<file path="src/rtl/piso_frame_tx_if.sv">
// Word handshake between a producer and the framed serial transmitter.
interface piso_frame_tx_if #(
   parameter int WIDTH = 8
);
   logic [WIDTH-1:0] datain;
   logic             valid;
   logic             ready;

   modport master (output datain, output valid, input ready);
   modport slave  (input datain, input valid, output ready);
endinterface

</file>
<file path="src/rtl/piso_frame_tx.sv">
// Framed PISO transmitter: start bit, data LSB first, optional parity, stop bit.
// Each bit lasts CLKS_PER_BIT clocks; the line idles high.
//
//   state    | meaning
//   ---------+------------------------------------------------
//   S_IDLE   | line high, ready for a word
//   S_START  | driving the start bit (low)
//   S_DATA   | driving shift-register LSB, one bit per period
//   S_PARITY | driving the parity bit
//   S_STOP   | driving the stop bit (high); done pulses on exit
module piso_frame_tx #(
   parameter int WIDTH        = 8,
   parameter int CLKS_PER_BIT = 1,
   parameter int PARITY_EN    = 1,
   parameter int PARITY_ODD   = 0
) (
   input  logic               clk,
   input  logic               reset,
   piso_frame_tx_if.slave     bus,
   output logic               dataout,
   output logic               busy,
   output logic               done
);
   localparam int CW = (CLKS_PER_BIT > 1) ? $clog2(CLKS_PER_BIT) : 1;
   localparam int BW = (WIDTH > 1) ? $clog2(WIDTH) : 1;

   typedef enum logic [2:0] {S_IDLE, S_START, S_DATA, S_PARITY, S_STOP} state_t;

   state_t           state, state_nxt;
   logic [CW-1:0]    clk_cnt, clk_cnt_nxt;
   logic [BW-1:0]    bit_cnt, bit_cnt_nxt;
   logic [WIDTH-1:0] shreg, shreg_nxt, shreg_shr;
   logic             parity, parity_nxt;
   logic             dataout_nxt, done_nxt, bit_end;

   assign shreg_shr = shreg >> 1;
   assign bit_end   = (clk_cnt == CW'(CLKS_PER_BIT - 1));
   assign bus.ready = (state == S_IDLE);
   assign busy      = (state != S_IDLE);

   always_ff @(posedge clk) begin
      if (reset) begin
         state   <= S_IDLE;
         clk_cnt <= '0;
         bit_cnt <= '0;
         shreg   <= '0;
         parity  <= 1'b0;
         dataout <= 1'b1;
         done    <= 1'b0;
      end else begin
         state   <= state_nxt;
         clk_cnt <= clk_cnt_nxt;
         bit_cnt <= bit_cnt_nxt;
         shreg   <= shreg_nxt;
         parity  <= parity_nxt;
         dataout <= dataout_nxt;
         done    <= done_nxt;
      end
   end

   // dataout is registered, so each branch chooses the level for the state being entered
   always_comb begin
      state_nxt   = state;
      clk_cnt_nxt = clk_cnt;
      bit_cnt_nxt = bit_cnt;
      shreg_nxt   = shreg;
      parity_nxt  = parity;
      dataout_nxt = dataout;
      done_nxt    = 1'b0;
      unique case (state)
         S_IDLE: begin
            dataout_nxt = 1'b1;
            if (bus.valid) begin
               shreg_nxt   = bus.datain;
               parity_nxt  = (^bus.datain) ^ (PARITY_ODD != 0);
               clk_cnt_nxt = '0;
               bit_cnt_nxt = '0;
               dataout_nxt = 1'b0;
               state_nxt   = S_START;
            end
         end
         S_START: begin
            if (bit_end) begin
               clk_cnt_nxt = '0;
               bit_cnt_nxt = '0;
               dataout_nxt = shreg[0];
               state_nxt   = S_DATA;
            end else begin
               clk_cnt_nxt = clk_cnt + CW'(1);
            end
         end
         S_DATA: begin
            if (bit_end) begin
               clk_cnt_nxt = '0;
               shreg_nxt   = shreg_shr;
               if (bit_cnt == BW'(WIDTH - 1)) begin
                  if (PARITY_EN != 0) begin
                     dataout_nxt = parity;
                     state_nxt   = S_PARITY;
                  end else begin
                     dataout_nxt = 1'b1;
                     state_nxt   = S_STOP;
                  end
               end else begin
                  bit_cnt_nxt = bit_cnt + BW'(1);
                  dataout_nxt = shreg_shr[0];
               end
            end else begin
               clk_cnt_nxt = clk_cnt + CW'(1);
            end
         end
         S_PARITY: begin
            if (bit_end) begin
               clk_cnt_nxt = '0;
               dataout_nxt = 1'b1;
               state_nxt   = S_STOP;
            end else begin
               clk_cnt_nxt = clk_cnt + CW'(1);
            end
         end
         S_STOP: begin
            if (bit_end) begin
               clk_cnt_nxt = '0;
               dataout_nxt = 1'b1;
               done_nxt    = 1'b1;
               state_nxt   = S_IDLE;
            end else begin
               clk_cnt_nxt = clk_cnt + CW'(1);
            end
         end
         default: state_nxt = S_IDLE;
      endcase
   end
endmodule

</file>
<file path="src/flat_wrapper.sv">
// flat-port wrapper written by rule: the top's interface ports become plain ports
module piso_frame_tx_flat 
#(
   parameter int WIDTH        = 8,
   parameter int CLKS_PER_BIT = 1,
   parameter int PARITY_EN    = 1,
   parameter int PARITY_ODD   = 0
)
  (clk, reset, dataout, busy, done, bus_datain, bus_valid, bus_ready);
  piso_frame_tx_if #(.WIDTH(WIDTH)) bus_i ();
  input  logic clk;
  input  logic reset;
  output logic dataout;
  output logic busy;
  output logic done;
  input wire logic [$bits(bus_i.datain)-1:0] bus_datain;
  input wire logic [$bits(bus_i.valid)-1:0] bus_valid;
  output wire logic [$bits(bus_i.ready)-1:0] bus_ready;
  assign bus_i.datain = bus_datain;
  assign bus_i.valid = bus_valid;
  assign bus_ready = bus_i.ready;
  piso_frame_tx #(.WIDTH(WIDTH), .CLKS_PER_BIT(CLKS_PER_BIT), .PARITY_EN(PARITY_EN), .PARITY_ODD(PARITY_ODD)) u_core (.clk(clk), .reset(reset), .bus(bus_i), .dataout(dataout), .busy(busy), .done(done));
endmodule
</file>
<file path="config.mk">
export PLATFORM = sky130hd
export DESIGN_NAME = piso_frame_tx_flat
export DESIGN_NICKNAME = d
export VERILOG_FILES = /design/src/rtl/piso_frame_tx_if.sv /design/src/rtl/piso_frame_tx.sv /design/src/flat_wrapper.sv
export SDC_FILE = /design/constraint.sdc
export NUM_CORES = 1
export LEC_CHECK = 0
export CAP_MARGIN = 10
export CORE_MARGIN = 3
export CORE_UTILIZATION = 45
export CTS_BUF_LIST = sky130_fd_sc_hd__clkbuf_8 sky130_fd_sc_hd__clkbuf_16
export DETAILED_ROUTE_END_ITERATION = 10
export GPL_ROUTABILITY_DRIVEN = 0
export PLACE_DENSITY_LB_ADDON = 0.3
export SLEW_MARGIN = 20
export SYNTH_ARGS = -nofsm -noshare
export SYNTH_HDL_FRONTEND = slang
export SYNTH_SLANG_ARGS = --single-unit
export TNS_END_PERCENT = 1
</file>
<file path="constraint.sdc">
create_clock -name clk -period 1.9 [get_ports clk]
set_clock_uncertainty 0.2 [all_clocks]
set_input_delay 0.19 -clock clk [delete_from_list [all_inputs] [get_ports clk]]
set_output_delay 0.19 -clock clk [all_outputs]
set_load 0.01 [all_outputs]
</file>
== After elaboration in Yosys (flattened, before gate mapping) ==
Index checks and enable logic that the tools add are counted.

* Add/sub/neg operators: 2
* Equal/unequal tests: 13
* Multiplexer cells: 24
* Bitwise logic cells: 1
* Reductions and logical operators: 16

{| class="wikitable"
|+ Operators with widths
! kind !! number
|-
| $mux 3 || 9
|-
| $mux 8 || 2
|-
| $pmux 8 s2 || 1
|-
| $pmux 3 s5 || 1
|-
| $ne 2x2->1 const B || 7
|-
| $pmux 3 s3 || 1
|-
| $mux 1 || 8
|-
| $reduce_xor 8->1 || 1
|-
| $eq 3x2->1 const B || 2
|-
| $eq 3x3->1 const B || 2
|-
| $reduce_and 6->1 || 1
|-
| $reduce_bool 3->1 || 2
|-
| $reduce_and 5->1 || 1
|-
| $pmux 1 s4 || 1
|-
| $reduce_and 2->1 || 2
|-
| $reduce_and 4->1 || 1
|-
| $reduce_bool 2->1 || 2
|-
| $reduce_bool 4->1 || 1
|-
| $reduce_or 2->1 || 2
|-
| $reduce_or 4->1 || 1
|-
| $add 3x1->3 const B || 1
|-
| $eq 3x1->1 const B || 1
|-
| $logic_not 3->1 || 1
|-
| $reduce_and 3->1 || 1
|-
| other kinds (4) || 4
|}

* Register bits: 18
* Input bits: 11
* Output and inout bits: 4
* Word-level logic and storage cells: 63

== Depth between registers and ports, before layout ==
Gate-level depths: netlist of run 1.

* Depth in word-level cells: 4
* Depth in mapped cells: 6
* Gate-level depth less buffers: 6

== Least setup slack after synthesis of run 1 ==
OpenSTA, ideal clock, no wires.

* Path type: flip-flop to flip-flop
* From: register u_core.bit_cnt[0]
* To: register u_core.bit_cnt[0]
* Library setup time: 0.133 ns
* Data arrival time: 1.154 ns
* Data required time: 1.567 ns
* Setup slack: 0.413 ns
* Stages on the path, launching flop included: 7
* Path buffers: 0
* Clock period less this slack: 1.487 ns
* Cell sequence: dfxtp_1 ha_1 ha_1 o21ai_2 o31ai_1 o21ai_0 a21oi_1

* Word-level cells in the longest chain between the ends: 4
* Elaborated cells on any way between the ends: 7

{| class="wikitable"
|+ RTL lines
! element !! RTL line !! text
|-
| start: declaration || piso_frame_tx.sv:31 || <nowiki>logic [BW-1:0] bit_cnt, bit_cnt_nxt;</nowiki>
|-
| start signal: assignment || piso_frame_tx.sv:53 || <nowiki>bit_cnt <= bit_cnt_nxt;</nowiki>
|-
| $add 3x1->3 || piso_frame_tx.sv:105 || <nowiki>bit_cnt_nxt = bit_cnt + BW'(1);</nowiki>
|-
| $mux 3 || piso_frame_tx.sv:96 || <nowiki>if (bit_cnt == BW'(WIDTH - 1)) begin</nowiki>
|-
| $mux 3 || piso_frame_tx.sv:93 || <nowiki>if (bit_end) begin</nowiki>
|-
| $pmux 3 s3 || piso_frame_tx.sv:70 || <nowiki>unique case (state)</nowiki>
|}

Several ways; a longest one is shown, not always the timed one. The select of a mux whose other input is x is not followed.
A chain may end at the register's enable or synchronous reset.

== Worst setup path in the final report of run 1 ==
* From: register u_core.state[1]
* To: output port bus_ready

* Word-level cells in the longest chain between the ends: 1

{| class="wikitable"
|+ RTL lines
! element !! RTL line !! text
|-
| start: declaration || piso_frame_tx.sv:29 || <nowiki>state_t state, state_nxt;</nowiki>
|-
| start signal: assignment || piso_frame_tx.sv:51 || <nowiki>state <= state_nxt;</nowiki>
|-
| $logic_not 3->1 || piso_frame_tx.sv:38 || <nowiki>assign bus.ready = (state == S_IDLE);</nowiki>
|-
| end: declaration || flat_wrapper.sv:18 || <nowiki>output wire logic [$bits(bus_i.ready)-1:0] bus_ready;</nowiki>
|}

No other way between the ends.

==> reports/qor.yml, run 1 <==
grt_pass1_vias: 686
syn_area_um2: 877
timing.max_cap.violations: 0
numPortBuffers: 14
cts_max_path_buffers: 2
hold_class: "flop to flop"
relSlewSlack_pct: 77.1
stdcell_area_mm2: 0.00108
crit_fanout: 5
hpwl_um: 1240
comb_power_share_pct: 31.0
drt_iter0_drc: 17
layout-drive-gt1-share_pct: 11.7
worst_pin_slew_ps: 342
clock.fmax_mhz: 557
die_w_um: 50.2
place_area_mm2: 0.00104
r2r_start: "u_core.bit_cnt[0]$_SDFFE_PP0P_"
start_kind: "flop"
grt_use_met3_pct: 2.97
grt_antenna_before_repair: 0
die_h_um: 50.2
ys_seq_area_share_pct: 38.8
cts-root-buf: "clkbuf_8"
crit_required_ps: 1510
hp-start: "u_core.bit_cnt[2]$_SDFFE_PP0P_"
rows: 15
avgSynthCellArea_um2: 9.23
period_share_pct: 94.4
sequentialPowerShare_pct: 43.1
wirelength_um: 1700
pin_count: 15
cts_inserted_buffers: 3
h-tree-depth: 1
ff2ff_path_depth: 6
finalNetCount: 125
ir_worst_vdd_mv: 0.425
maxSlewViolCount: 0
r2r_end: "u_core.bit_cnt[0]$_SDFFE_PP0P_"
wire_per_inst_um: 12.5
cp-startpoint: "u_core.state[1]$_SDFFE_PP0P_"
cts_tree: "built"
syn-instance-count: 95
setup_viol: 0
overflow: 0
grt.busiest_layer: "met2"
slowest_stage: "clkdlybuf4s50_1"
arrival_ps: 1400
use_met2_pct: 26.7
place_ws_ps: 203
switchingPower_uw: 310
min_to: "u_core.bit_cnt[2]$_SDFFE_PP0P_"
hold_viol_final: 0
setup_ws_ps: 106
power.leakage_nw: 0.390
antenna_left: 0
p_clk_share_pct: 25.9
grtUsageTotal_pct: 15.4
internal-power_uw: 705
vias: 730
die_area_mm2: 0.00252
syn_to_final_growth_pct: 23.4
ff2ff_setup_slack_ps: 320
crit_buf_inv: 1
n_antenna_cell: 0
firstDrtPassIters: 4
cts_setup_buffers: 0
rsz0062_at_grt: "false"
synth_seq_cells: 17
core_area_mm2: 0.00178
ys_types: 32
grt_max_degree: 18
initial_core_util_pct: 49.2
insertion_delay_ps: 250
switching_share_pct: 30.5
clk_pin_slew_ps: 70
cts.sinks: 17
powerDensity_mw_per_mm2: 938
crit_family: "buffers and inverters"
status: "completed"
worst_setup_path_end_kind: "primary output"
ctsResizeCount: 0
period_needed_ps: 1790
remaining_drc_errors: 0
finalSetupTns_ps: 0
crit_type: "flop to primary output"
slowest_delay_ps: 580
syn_nets: 108
yosysWarnings: 0
postCtsHoldBufs: 0
use_met1_pct: 18.1
post_drt_via_cell_ratio: 5.37
path_cells: "nor3_4, clkdlybuf4s50_1"
holdPathStages: 2
grt_pass1_wl_um: 2990
[power by group through the flow]
stage	combinational (mW)	clock (mW)	sequential, mW
floorplan	0.224	0	0.442
CTS	0.318	0.272	0.438
global placement	0.313	0	0.444
global route	0.347	0.289	0.444
finish	0.314	0.263	0.438
detailed placement	0.314	0	0.445
[layout make-up]
cell class / count / area, um^2
tap: 25 / 31.3
sequential: 17 / 340
fill: 163 / 701
timing repair buffer: 18 / 170
inverter: 2 / 7.51
multi-input combinational: 70 / 488
clock buffer: 3 / 41.3
clock inverter: 1 / 3.75
[worst min-delay path, stage by stage (launching register included)]
cell and delay [ps]:
dfxtp_1 320, o21ai_0 70, a21oi_1 60
[cell usage after synthesis (all sizes together)]
| master | instances | area share, % |
|---|---|---|
| a211oi | 7 | 6.0 |
| a21oi | 6 | 3.4 |
| a311oi | 1 | 1.0 |
| a31oi | 1 | 0.71 |
| buf | 4 | 3.9 |
| clkbuf | 2 | 0.86 |
| dfxtp | 17 | 39 |
| ha | 2 | 2.9 |
| inv | 2 | 0.86 |
| mux2i | 1 | 1.1 |
| nand2 | 5 | 2.1 |
| nand2b | 1 | 0.71 |
| nand3 | 2 | 1.1 |
| nor2 | 12 | 7.0 |
| nor2b | 2 | 1.4 |
| nor3 | 3 | 3.0 |
| nor3b | 2 | 1.7 |
| nor4 | 1 | 2.4 |
| nor4b | 1 | 1.0 |
| o21a | 1 | 1.7 |
| o21ai | 6 | 3.9 |
| o22ai | 5 | 3.6 |
| o2bb2ai | 2 | 2.0 |
| o31ai | 1 | 0.86 |
| xnor2 | 8 | 8.0 |
[per-layer routing]
| layer | vias to the layer above | part of all wire (%) |
|---|---|---|
| met5 | - | 0 |
| met4 | 0 | 0.88 |
| met3 | 2 | 4.7 |
| met2 | 19 | 50 |
| met1 | 335 | 44 |
| li1 | 374 | - |
[flip-flops by register name, indices dropped and copies added, names as in the netlist]
name / count
u_core.dataout: 1
u_core.bit_cnt: 3
u_core.state: 3
u_core.parity: 1
u_core.shreg: 8
u_core.done: 1
[kinds of logic (layout without fill, tap and decap cells)]
logic type                 count (synthesis)  in the layout  share of synthesized area (%)
AOI/OAI and AO/OA                         30             30                           23.1
xor gates and xnor gates                   8              8                           7.99
adders and majority gates                  2              2                           2.85
buffers and inverters                      8             24                           5.56
DFF                                       17             17                           38.8
muxes                                      1              1                           1.14
and+or+nand+nor                           29             29                           20.5
[worst max path at each step]
| stage | endpoint | slack, ps | cells after the start |
|---|---|---|---|
| 2_1_floorplan | u_core.bit_cnt[0]$_SDFFE_PP0P_ | 410 | 6 |
| 3_3_place_gp | u_core.shreg[5]$_SDFFE_PP0P_ | 240 | 4 |
| 3_5_place_dp | u_core.bit_cnt[0]$_SDFFE_PP0P_ | 200 | 4 |
| 4_1_cts | bus_ready | 80 | 2 |
| 5_1_grt | bus_ready | 30 | 2 |
| 6_report | bus_ready | 110 | 2 |
[layout by cell type (no fill, tap or decap), types with 2 or more instances in the layout]
cell             netlist  final
inv_1                  1      2
nand2_1                5      5
ha_1                   2      2
a21oi_1                6      6
nor2b_1                2      2
o21ai_0                4      4
buf_4                  1      4
o22ai_1                5      5
nand3_1                2      2
a211oi_1               7      7
dfxtp_1               17     17
nor3b_1                2      2
nor3_1                 2      2
clkbuf_8               0      3
nor2_1                11     11
clkdlybuf4s50_1        0     14
o2bb2ai_1              2      2
xnor2_1                8      8
[per-stage QoR]
| step | utilization (%) | hold slack [ps] | total power, mW | instances |
|---|---|---|---|---|
| finish | 60.7 | 298 | 1.01 | 136 |
| detailed placement | 58.2 | 288 | 0.759 | 132 |
| global route | 60.7 | 322 | 1.08 | 136 |
| floorplan | - | 225 | 0.665 | 95 |
| global placement | 58.2 | 268 | 0.756 | 132 |
| CTS | 60.7 | 301 | 1.03 | 136 |
Note: power is estimated with default switching activity, not from simulation.
==> run 2: changes to the inputs <==
--- a/config.mk
+++ b/config.mk
@@ -10,7 +10,7 @@
 export CORE_UTILIZATION = 45
 export CTS_BUF_LIST = sky130_fd_sc_hd__clkbuf_8 sky130_fd_sc_hd__clkbuf_16
 export DETAILED_ROUTE_END_ITERATION = 10
-export GPL_ROUTABILITY_DRIVEN = 0
+export GPL_ROUTABILITY_DRIVEN = 1
 export PLACE_DENSITY_LB_ADDON = 0.3
 export SLEW_MARGIN = 20
 export SYNTH_ARGS = -nofsm -noshare
==> results of run 2 <==
No change in the layout: final DEF, timing and power equal those of run 1.
